--- src/rtl/sync_fifo_ctrl_if.sv ---
// Push/pop handshake and status bundle for sync_fifo_ctrl.
// The master side is the producer/consumer; the slave side is the FIFO.
interface sync_fifo_ctrl_if #(
  parameter int DATA_W = 8,
  parameter int CNT_W  = 4
);
  logic              wr_en_i;
  logic [DATA_W-1:0] data_i;
  logic              rd_en_i;
  logic              clr_err_i;
  logic [DATA_W-1:0] data_o;
  logic              valid_o;
  logic              full_o;
  logic              empty_o;
  logic              almost_full_o;
  logic              almost_empty_o;
  logic [CNT_W-1:0]  count_o;
  logic              overflow_o;
  logic              underflow_o;

  modport master (
    output wr_en_i, data_i, rd_en_i, clr_err_i,
    input  data_o, valid_o, full_o, empty_o, almost_full_o, almost_empty_o,
           count_o, overflow_o, underflow_o
  );

  modport slave (
    input  wr_en_i, data_i, rd_en_i, clr_err_i,
    output data_o, valid_o, full_o, empty_o, almost_full_o, almost_empty_o,
           count_o, overflow_o, underflow_o
  );
endinterface

--- src/rtl/sync_fifo_ctrl.sv ---
// Single-clock FIFO controller: wrap-bit pointers, occupancy count, status
// flags, sticky error flags and a registered read port over an unreset array.
module sync_fifo_ctrl #(
  parameter int DEPTH     = 8,
  parameter int DATA_W    = 8,
  parameter int AFULL_TH  = 6,
  parameter int AEMPTY_TH = 2
) (
  input  logic             clk,
  input  logic             rst_n,
  sync_fifo_ctrl_if.slave  bus
);
  localparam int AW = $clog2(DEPTH);
  localparam int CW = AW + 1;

  logic [DATA_W-1:0] mem [DEPTH];

  logic [AW:0]       wr_ptr_reg, rd_ptr_reg;
  logic [CW-1:0]     count_reg, count_next;
  logic [DATA_W-1:0] data_reg;
  logic              valid_reg;
  logic              overflow_reg, overflow_next;
  logic              underflow_reg, underflow_next;
  logic              full, empty;
  logic              wr_acc, rd_acc;

  // Equal index with differing wrap bit means the writer has lapped the reader.
  assign empty = (wr_ptr_reg == rd_ptr_reg);
  assign full  = (wr_ptr_reg[AW-1:0] == rd_ptr_reg[AW-1:0]) &&
                 (wr_ptr_reg[AW] != rd_ptr_reg[AW]);

  assign rd_acc = bus.rd_en_i && !empty;
  assign wr_acc = bus.wr_en_i && (!full || rd_acc);

  always_comb begin
    count_next = count_reg;
    case ({wr_acc, rd_acc})
      2'b10:   count_next = count_reg + CW'(1);
      2'b01:   count_next = count_reg - CW'(1);
      default: count_next = count_reg;
    endcase
  end

  // A rejection in the same cycle as a clear keeps the flag set.
  always_comb begin
    overflow_next  = overflow_reg;
    underflow_next = underflow_reg;
    if (bus.clr_err_i) begin
      overflow_next  = 1'b0;
      underflow_next = 1'b0;
    end
    if (bus.wr_en_i && !wr_acc) overflow_next  = 1'b1;
    if (bus.rd_en_i && !rd_acc) underflow_next = 1'b1;
  end

  always_ff @(posedge clk) begin
    if (wr_acc) mem[wr_ptr_reg[AW-1:0]] <= bus.data_i;
  end

  always_ff @(posedge clk or negedge rst_n) begin
    if (!rst_n) begin
      wr_ptr_reg    <= '0;
      rd_ptr_reg    <= '0;
      count_reg     <= '0;
      data_reg      <= '0;
      valid_reg     <= 1'b0;
      overflow_reg  <= 1'b0;
      underflow_reg <= 1'b0;
    end else begin
      if (wr_acc) wr_ptr_reg <= wr_ptr_reg + (AW+1)'(1);
      if (rd_acc) begin
        rd_ptr_reg <= rd_ptr_reg + (AW+1)'(1);
        data_reg   <= mem[rd_ptr_reg[AW-1:0]];
      end
      count_reg     <= count_next;
      valid_reg     <= rd_acc;
      overflow_reg  <= overflow_next;
      underflow_reg <= underflow_next;
    end
  end

  assign bus.data_o         = data_reg;
  assign bus.valid_o        = valid_reg;
  assign bus.full_o         = full;
  assign bus.empty_o        = empty;
  assign bus.almost_full_o  = (count_reg >= CW'(AFULL_TH));
  assign bus.almost_empty_o = (count_reg <= CW'(AEMPTY_TH));
  assign bus.count_o        = count_reg;
  assign bus.overflow_o     = overflow_reg;
  assign bus.underflow_o    = underflow_reg;
endmodule

--- src/flat_wrapper.sv ---
// flat-port wrapper written by rule: the top's interface ports become plain ports
module sync_fifo_ctrl_flat 
#(
  parameter int DEPTH     = 8,
  parameter int DATA_W    = 8,
  parameter int AFULL_TH  = 6,
  parameter int AEMPTY_TH = 2
)
  (clk, rst_n, bus_wr_en_i, bus_data_i, bus_rd_en_i, bus_clr_err_i, bus_data_o, bus_valid_o, bus_full_o, bus_empty_o, bus_almost_full_o, bus_almost_empty_o, bus_count_o, bus_overflow_o, bus_underflow_o);
  sync_fifo_ctrl_if #(.DATA_W(DATA_W)) bus_i ();
  input  logic clk;
  input  logic rst_n;
  input wire logic [$bits(bus_i.wr_en_i)-1:0] bus_wr_en_i;
  input wire logic [$bits(bus_i.data_i)-1:0] bus_data_i;
  input wire logic [$bits(bus_i.rd_en_i)-1:0] bus_rd_en_i;
  input wire logic [$bits(bus_i.clr_err_i)-1:0] bus_clr_err_i;
  output wire logic [$bits(bus_i.data_o)-1:0] bus_data_o;
  output wire logic [$bits(bus_i.valid_o)-1:0] bus_valid_o;
  output wire logic [$bits(bus_i.full_o)-1:0] bus_full_o;
  output wire logic [$bits(bus_i.empty_o)-1:0] bus_empty_o;
  output wire logic [$bits(bus_i.almost_full_o)-1:0] bus_almost_full_o;
  output wire logic [$bits(bus_i.almost_empty_o)-1:0] bus_almost_empty_o;
  output wire logic [$bits(bus_i.count_o)-1:0] bus_count_o;
  output wire logic [$bits(bus_i.overflow_o)-1:0] bus_overflow_o;
  output wire logic [$bits(bus_i.underflow_o)-1:0] bus_underflow_o;
  assign bus_i.wr_en_i = bus_wr_en_i;
  assign bus_i.data_i = bus_data_i;
  assign bus_i.rd_en_i = bus_rd_en_i;
  assign bus_i.clr_err_i = bus_clr_err_i;
  assign bus_data_o = bus_i.data_o;
  assign bus_valid_o = bus_i.valid_o;
  assign bus_full_o = bus_i.full_o;
  assign bus_empty_o = bus_i.empty_o;
  assign bus_almost_full_o = bus_i.almost_full_o;
  assign bus_almost_empty_o = bus_i.almost_empty_o;
  assign bus_count_o = bus_i.count_o;
  assign bus_overflow_o = bus_i.overflow_o;
  assign bus_underflow_o = bus_i.underflow_o;
  sync_fifo_ctrl #(.DEPTH(DEPTH), .DATA_W(DATA_W), .AFULL_TH(AFULL_TH), .AEMPTY_TH(AEMPTY_TH)) u_core (.clk(clk), .rst_n(rst_n), .bus(bus_i));
endmodule
--- config.mk ---
export PLATFORM = sky130hd
export DESIGN_NAME = sync_fifo_ctrl_flat
export DESIGN_NICKNAME = d
export VERILOG_FILES = /design/src/rtl/sync_fifo_ctrl_if.sv /design/src/rtl/sync_fifo_ctrl.sv /design/src/flat_wrapper.sv
export SDC_FILE = /design/constraint.sdc
export NUM_CORES = 1
export LEC_CHECK = 0
export CORE_MARGIN = 5
export CORE_UTILIZATION = 50
export DETAILED_ROUTE_END_ITERATION = 8
export PLACE_DENSITY = 0.71
export SETUP_SLACK_MARGIN = 0.3
export SLEW_MARGIN = 20
export SYNTH_ARGS = -nofsm -noshare
export SYNTH_HDL_FRONTEND = slang
export SYNTH_SLANG_ARGS = --single-unit
--- constraint.sdc ---
create_clock -name clk -period 4.3 [get_ports clk]
set_input_delay 0.86 -clock clk [delete_from_list [all_inputs] [get_ports clk]]
set_output_delay 0.86 -clock clk [all_outputs]
set_load 0.03 [all_outputs]
* Word level (Yosys, flattened, before mapping)
Memory sizes are Yosys's and may differ from the RTL's. A register that Yosys moved wholly into a read port is not among the register bits.
Index checks and enable logic that the tools add are counted.
** Operators by class
- Add/sub/neg operators :: 4
- $mul :: 0
- Div/mod/pow operators :: 0
- Magnitude comparators :: 2
- Eq/ne operators :: 5
- Shift operators :: 0
- Muxes and demuxes :: 6
- Bitwise logic cells :: 0
- Reduce and logical (&&, ||, !) cells :: 14
** Operator list (count)
- 4-bit by 1-bit adder with 4-bit output, second input constant :: 3
- 4-bit one-hot mux with 2 select lines :: 1
- 2-bit nonzero test :: 3
- 1-bit logical AND :: 5
- 1-bit zero test :: 5
- 1-bit 2-to-1 mux :: 5
- 4-bit == test :: 1
- 4-bit by 3-bit >= comparator with 1-bit output, second input constant :: 1
- 4-bit by 2-bit <= comparator with 1-bit output, second input constant :: 1
- 4-bit by 1-bit subtractor with 4-bit output, second input constant :: 1
- 3-bit == test :: 1
- 2-bit by 1-bit == test with 1-bit output, second input constant :: 1
- 2-bit == test, second input constant :: 1
- 1-bit logical OR :: 1
- 1-bit inequality test :: 1
** Storage, ports and cells
- Register bits after elaboration :: 15
- Latch bits :: 0
- Memory bits (writable) :: 64
- ROM bits :: 0
- Bits of input ports :: 13
- Output and inout bits :: 19
- Logic and storage cells :: 38
- Memories :: 1
** Memory list
- u_core.mem :: words 8, bits a word 8, rd ports 1, clocked after memory_dff 1, wr ports 1, line sync_fifo_ctrl.sv:16 : logic [DATA_W-1:0] mem [DEPTH];

* Longest topological paths before layout
Gate-level depths: netlist (run 1).
- Depth after elaboration :: 8
- Depth in mapped cells :: 11
- Mapped depth without buffers :: 10

* Worst setup path before layout (run 1)
OpenSTA, ideal clock, no wires.
- Path type :: reg-to-output
- Start point :: register u_core.wr_ptr_reg[0]
- End point :: output bus_full_o
- Arrival time :: 1910 ps
- Data required time :: 3440 ps
- Setup slack :: 1530 ps
- Cell stages (with the launch flop) :: 4
- Path buffers :: 1
- Cells stage by stage :: dfrtp_1 > buf_4 > xor2_1 > nor4_1
** On the way
- Longest elaborated chain between the ends :: 2
** Ends and longest elaborated chain
- start, declared :: line sync_fifo_ctrl.sv:18 : logic [AW:0] wr_ptr_reg, rd_ptr_reg;
- start signal, assigned :: line sync_fifo_ctrl.sv:70 : if (wr_acc) wr_ptr_reg <= wr_ptr_reg + (AW+1)'(1);
- 3-bit == test :: line sync_fifo_ctrl.sv:29 : assign full = (wr_ptr_reg[AW-1:0] == rd_ptr_reg[AW-1:0]) &&
- 1-bit logical AND :: line sync_fifo_ctrl.sv:29
- end, declared :: line flat_wrapper.sv:19 : output wire logic [$bits(bus_i.full_o)-1:0] bus_full_o;
Every way passes these cells.

* Worst setup path after layout (run 1)
- Start point :: register u_core.rd_ptr_reg[0]
- End point :: output bus_full_o
** On the way
- Longest elaborated chain between the ends :: 2
** Ends and longest elaborated chain
- start, declared :: line sync_fifo_ctrl.sv:18
- start signal, assigned :: line sync_fifo_ctrl.sv:72 : rd_ptr_reg <= rd_ptr_reg + (AW+1)'(1);
- 3-bit == test :: line sync_fifo_ctrl.sv:29
- 1-bit logical AND :: line sync_fifo_ctrl.sv:29
Every way passes these cells.

==> results.toml, run 1 <==
[run_status]
status = "complete, no violations"

[sta]
worst_pin_slew_ns = 0.819
hold_viol = 0
min_period_ns = 3.57
relSlewSlack = 0.450
skew_ns = 0.0110
clock.fmax_mhz = 280
hold_slack_ns = 0.488
finalCritPeriodShare = 0.831
rsz0062_at_grt = "false"
fin_setup_tns_ns = 0
setup_violations = 0
slew_violations = 0

[clock_tree]
cts_tree = "done"
cts_setup_buffers = 0
cts_resized = 0
cts.reportedPaths.clkPinSlew_ns = 0.09
clockRootBuffer = "clkbuf_8"
cts_made_buffers = 9
clk-insertion-delay-late_ns = 0.35
clock-sinks = 87
ctsHoldBuffers = 0
cts-htree-levels = 3
ctsLongestPathBuffers = 2

[floorplanning]
start_util = 0.513
die_x_um = 96.2
row_count = 31
pin_count = 32
dieArea_mm2 = 0.00926
die_y_um = 96.2
core_area_mm2 = 0.00725

[power_and_ir_drop]
p_sw_mw = 1.19
peakVddDrop_v = 0.000344
power_frac_comb = 0.413
pwr-share-seq = 0.402
p_sw_frac = 0.375
power_frac_clock = 0.185
internal-power_mw = 1.99
p_leak_nw = 1.61
power_density_mw_per_mm2 = 721

[routing]
wl_mm = 6.92
dr.pass1.iters = 4
routedWlPerCell_um = 18.2
antenna_left = 0
remaining_drc_errors = 0
drtIter0Drc = 115
vias_per_cell = 5.60
vias = 2132

[run]
maxCapViolCount = 0

[synthesis]
ys.flop_type = "edfxtp_1"
synth_edf_count = 64
syn_inst = 232
syn_area_per_cell_um2 = 16.0
synth.distinct_cells = 40
synth_area_mm2 = 0.00372
ys_seq_elements = 87
synth-async-reset-ratio = 0.264
synth_fp_nets = 250
ys_seq_area_frac = 0.672
yosys_warnings = 0

[worst_setup_path]
worst_setup_path_start_kind = "flop"
cp-end-kind = "output port"
cp_cell_sequence = "xor2_1 > nor4_1 > clkdlybuf4s50_1"
crit_slowest_cell = "clkdlybuf4s50_1"
critPathKind = "reg -> out"
max_stage_delay_ns = 0.80
arrival_ns = 2.71
crit_fanout = 9
crit_required_ns = 3.44

[cells_and_area]
drive_above_1_share = 0.188
stdcell_count = 381
antennaDiodeCount = 0
final_cell_mix = "edfxtp_1 (64), clkdlybuf4s50_1 (30), dfrtp_1 (23)"
area_delta_synth_final_pct = 18.8
nets = 295
fill_cells = 569
largest_reg_flops = 64
final_common_cell = "edfxtp_1"

[global_routing]
antenna_found_initial = 0
grt_pass1_wl_mm = 11.3
grt_use_total = 0.170
grt_start_max_net_pins = 24
grt.overflow.total = 0
grt_pass1_vias = 2183

[placement]
hpwlAfterDp_mm = 4.68
place.gp.congestion = 0.832
place.port_buffers = 31
dpl.cell_count = 365

[worst_hold_path]
hold_path.class = "in -> async"
## power groups by stage
stage	logic [mW]	registers, mW	clock network, mW
2_1_floorplan	0.860	1.35	0
3_3_place_gp	1.31	1.29	0
3_5_place_dp	1.33	1.30	0
4_1_cts	1.34	1.28	0.608
5_1_grt	1.44	1.31	0.650
6_report	1.32	1.28	0.590
## final cells by class
class,count,area (um^2),area share
clock buffer,10,138,0.0311
clock inverter,6,75.1,0.0170
inverter,10,37.5,0.00849
multi-input combinational,123,1130,0.256
sequential,87,2500,0.565
tap,99,124,0.0280
timing repair buffer,46,418,0.0946
## worst max-delay path: cells and delay by family (launching register included)
family / cells / cell delay (ns)
DFF: 1 / 0.64
and+or+nand+nor: 1 / 0.69
xor gates and xnor gates: 1 / 0.23
buffers and inverters: 1 / 0.80
## cells in the mapped netlist (2+ instances only)
| library cell | n | area (um^2) |
|---|---|---|
| o21ai_0 | 10 | 50.1 |
| a221oi_1 | 2 | 17.5 |
| buf_2 | 3 | 15.0 |
| inv_1 | 8 | 30.0 |
| xnor2_1 | 8 | 70.1 |
| ha_1 | 4 | 50.1 |
| mux4_2 | 16 | 360 |
| mux2i_1 | 11 | 110 |
| nand2_1 | 19 | 71.3 |
| edfxtp_1 | 64 | 1920 |
| nor2_1 | 4 | 15.0 |
| dfrtp_1 | 23 | 576 |
| o22ai_1 | 3 | 18.8 |
| nand2b_1 | 2 | 12.5 |
| nand4_1 | 4 | 25.0 |
| nor3_1 | 7 | 35.0 |
| a21o_1 | 3 | 22.5 |
| nand3_1 | 4 | 20.0 |
| nor4_1 | 2 | 12.5 |
| xor2_1 | 7 | 61.3 |
| a21oi_1 | 3 | 15.0 |
| clkbuf_1 | 7 | 26.3 |
## worst paths after layout
kind	startpoint	end	slack (ns)	cells past startpoint
max reg2reg	u_core.rd_ptr_reg[0]	u_core.bus.count_o[3]	1.47	10
min reg2reg	u_core.bus.data_o[0]	u_core.bus.data_o[0]	0.49	2
max	u_core.rd_ptr_reg[0]	bus_full_o	0.73	3
min in group clk	u_core.bus.data_o[0]	u_core.bus.data_o[0]	0.49	2
max in group asynchronous	rst_n	u_core.bus.data_o[7]	3.36	2
min	rst_n	u_core.rd_ptr_reg[1]	0.49	1
## per-layer routing
layer	track usage	wire length (um)	up-vias
met1	0.226	3080	1090
met5	0	0	-
met3	0.0399	339	5
met4	0.0533	66	0
met2	0.277	3440	52
li1	-	-	985
## kinds of logic after synthesis
family                   synth area share
XOR/XNOR                           0.0353
buffers and inverters              0.0262
adder cells (fa/ha/maj)            0.0188
AO/OA/AOI/OAI                      0.0609
flip-flops                          0.672
AND/OR/NAND/NOR                    0.0575
multiplexers                        0.130
## per-stage QoR
| step | cell area, um^2 | setup slack, ns | total power, mW | utilization |
|---|---|---|---|---|
| after detailed placement | 4210 | 0.780 | 2.63 | 0.580 |
| after global placement | 4210 | 0.915 | 2.60 | 0.581 |
| after CTS | 4420 | 0.692 | 3.23 | 0.609 |
| after floorplan | 3720 | 1.53 | 2.21 | - |
| final | 4420 | 0.728 | 3.19 | 0.609 |
| after global routing | 4420 | 0.524 | 3.40 | 0.609 |
Power figures use the tool's default switching activity.
==> run 2, diff against run 1 <==
PLACE_DENSITY = 0.73   (was 0.71)
clock period = 3.2 ns   (was 4.3 ns; I/O delays follow)
==> results.toml, run 2 (same netlist as run 1, synthesis figures left out) <==
[floorplanning]
pin_count = 32
die_x_um = 96.2
dieArea_mm2 = 0.00926
start_util = 0.513
die_y_um = 96.2
row_count = 31
core_area_mm2 = 0.00725

[power_and_ir_drop]
p_leak_nw = 1.62
power_density_mw_per_mm2 = 978
p_total_mw = 4.33
peakVddDrop_v = 0.000345

[routing]
wl_mm = 6.97
dr.pass1.iters = 4
routedWlPerCell_um = 18.3
vias_per_cell = 5.52
vias = 2104
antenna_left = 0
remaining_drc_errors = 0
drtIter0Drc = 70

[worst_hold_path]
worstHoldEndpoint = "u_core.bus.data_o[2]"
worstHoldStart = "u_core.bus.data_o[2]"
min_path_cells = 2
hold_path.class = "reg -> reg"

[sta]
worst_pin_slew_ns = 0.972
rsz0062_at_grt = "false"
hold_slack_ns = 0.484
slew_violations = 0
worst_slack_ns = 0.429
relSlewSlack = 0.349
clock.fmax_mhz = 361
fin_setup_tns_ns = 0
skew_ns = 0.00811
min_period_ns = 2.77
hold_viol = 0
setup_violations = 0
finalCritPeriodShare = 0.866

[cells_and_area]
fin_util = 0.610
final_common_cell = "edfxtp_1"
nets = 295
final_cell_mix = "edfxtp_1 (64), clkdlybuf4s50_1 (30), dfrtp_1 (23)"
antennaDiodeCount = 0
area_delta_synth_final_pct = 19.1
fill_cells = 551
drive_above_1_share = 0.188
stdcell_count = 381
largest_reg_flops = 64
final_area_mm2 = 0.00443

[clock_tree]
clock-sinks = 87
cts-htree-levels = 3
cts.reportedPaths.clkPinSlew_ns = 0.09
cts_tree = "done"
clockRootBuffer = "clkbuf_8"
ctsLongestPathBuffers = 2
cts_made_buffers = 9
clk-insertion-delay-late_ns = 0.36

[worst_setup_path]
r2r_start = "u_core.wr_ptr_reg[1]"
path_buf_inv = 2
cp-end-kind = "output port"
critPathKind = "reg -> out"
r2r-end = "u_core.bus.count_o[3]"
crit_slowest_cell = "clkdlybuf4s50_1"
worstRegToRegCells = 10
max_stage_delay_ns = 0.68
arrival_ns = 2.13
crit_fanout = 6
startpoint = "u_core.rd_ptr_reg[3]"
crit_required_ns = 2.56
cp_cell_sequence = "xnor2_2 > nand4_1 > inv_1 > clkdlybuf4s50_1"
cp_top_family = "buffers and inverters"
reg2reg_setup_slack_ns = 0.44
worst_setup_path_start_kind = "flop"

[global_routing]
grt.overflow.total = 0
grt_start_max_net_pins = 24
antenna_found_initial = 0
grt_use_total = 0.167
grt_pass1_vias = 2161
grt_pass1_wl_mm = 11.1

[placement]
dpl.cell_count = 365
post-place-ws_ns = 0.331
place.gp.congestion = 0.847
place_area_mm2 = 0.00420
hpwlAfterDp_mm = 4.58
place.port_buffers = 31

[run]
maxCapViolCount = 0

[run_status]
status = "complete, no violations"
-- run 2: changes by cell type in the layout (fill, tap and decap cells not counted), sizes merged --
cell and delta:
inv +2, clkbuf -1, clkinv -1
-- run 2: final cells by class --
type / count / area [um^2] / share of cell area
Clock buffer: 9 / 124 / 0.0280
Clock inverter: 7 / 86.3 / 0.0195
Inverter: 10 / 37.5 / 0.00848
Multi-Input combinational cell: 123 / 1130 / 0.255
Sequential cell: 87 / 2500 / 0.564
Tap cell: 99 / 124 / 0.0280
Timing Repair Buffer: 46 / 428 / 0.0966
-- run 2: per-layer routing --
| metal | global-route usage | share of wire | vias up |
|---|---|---|---|
| met3 | 0.0391 | 0.050 | 10 |
| met5 | 0 | 0 | - |
| met2 | 0.278 | 0.51 | 42 |
| met1 | 0.208 | 0.42 | 1065 |
| met4 | 0.0711 | 0.017 | 0 |
| li1 | - | - | 987 |
-- run 2: how the worst max path moves through the flow --
stage | endpoint | depth (start not counted)
finish | bus_empty_o | 4
global route | bus_empty_o | 4
CTS | bus_empty_o | 5
detailed placement | u_core.bus.count_o[3] | 10
global placement | u_core.bus.count_o[3] | 10
floorplan | bus_full_o | 3
-- run 2: worst register-to-register path: cells and delay by family, from the launching register on --
kind | cells | cell delay [ns]
fa+ha+maj | 1 | 0.27
xor+xnor | 1 | 0.27
compound gates | 4 | 0.89
flops | 1 | 0.51
buf+inv | 2 | 0.20
simple gates | 2 | 0.55
-- run 2: timing repair --
| action | 4_1_cts | 5_1_grt |
|---|---|---|
| gates cloned | 0 | 0 |
| hold endpoints to repair | 0 | 0 |
| setup buffers | 0 | 0 |
| hold buffers | 0 | 0 |
| pin swaps | 0 | 0 |
| setup endpoints to repair | 1 | 1 |
| gates resized for setup | 2 | 1 |
-- run 2: where the power goes --
| group | leakage (nW) | internal, mW | switching (mW) | total [mW] |
|---|---|---|---|---|
| clock network | 0.105 | 0.380 | 0.424 | 0.803 |
| logic | 0.657 | 0.820 | 0.994 | 1.81 |
| registers | 0.858 | 1.49 | 0.223 | 1.71 |
| total | 1.62 | 2.69 | 1.64 | 4.33 |
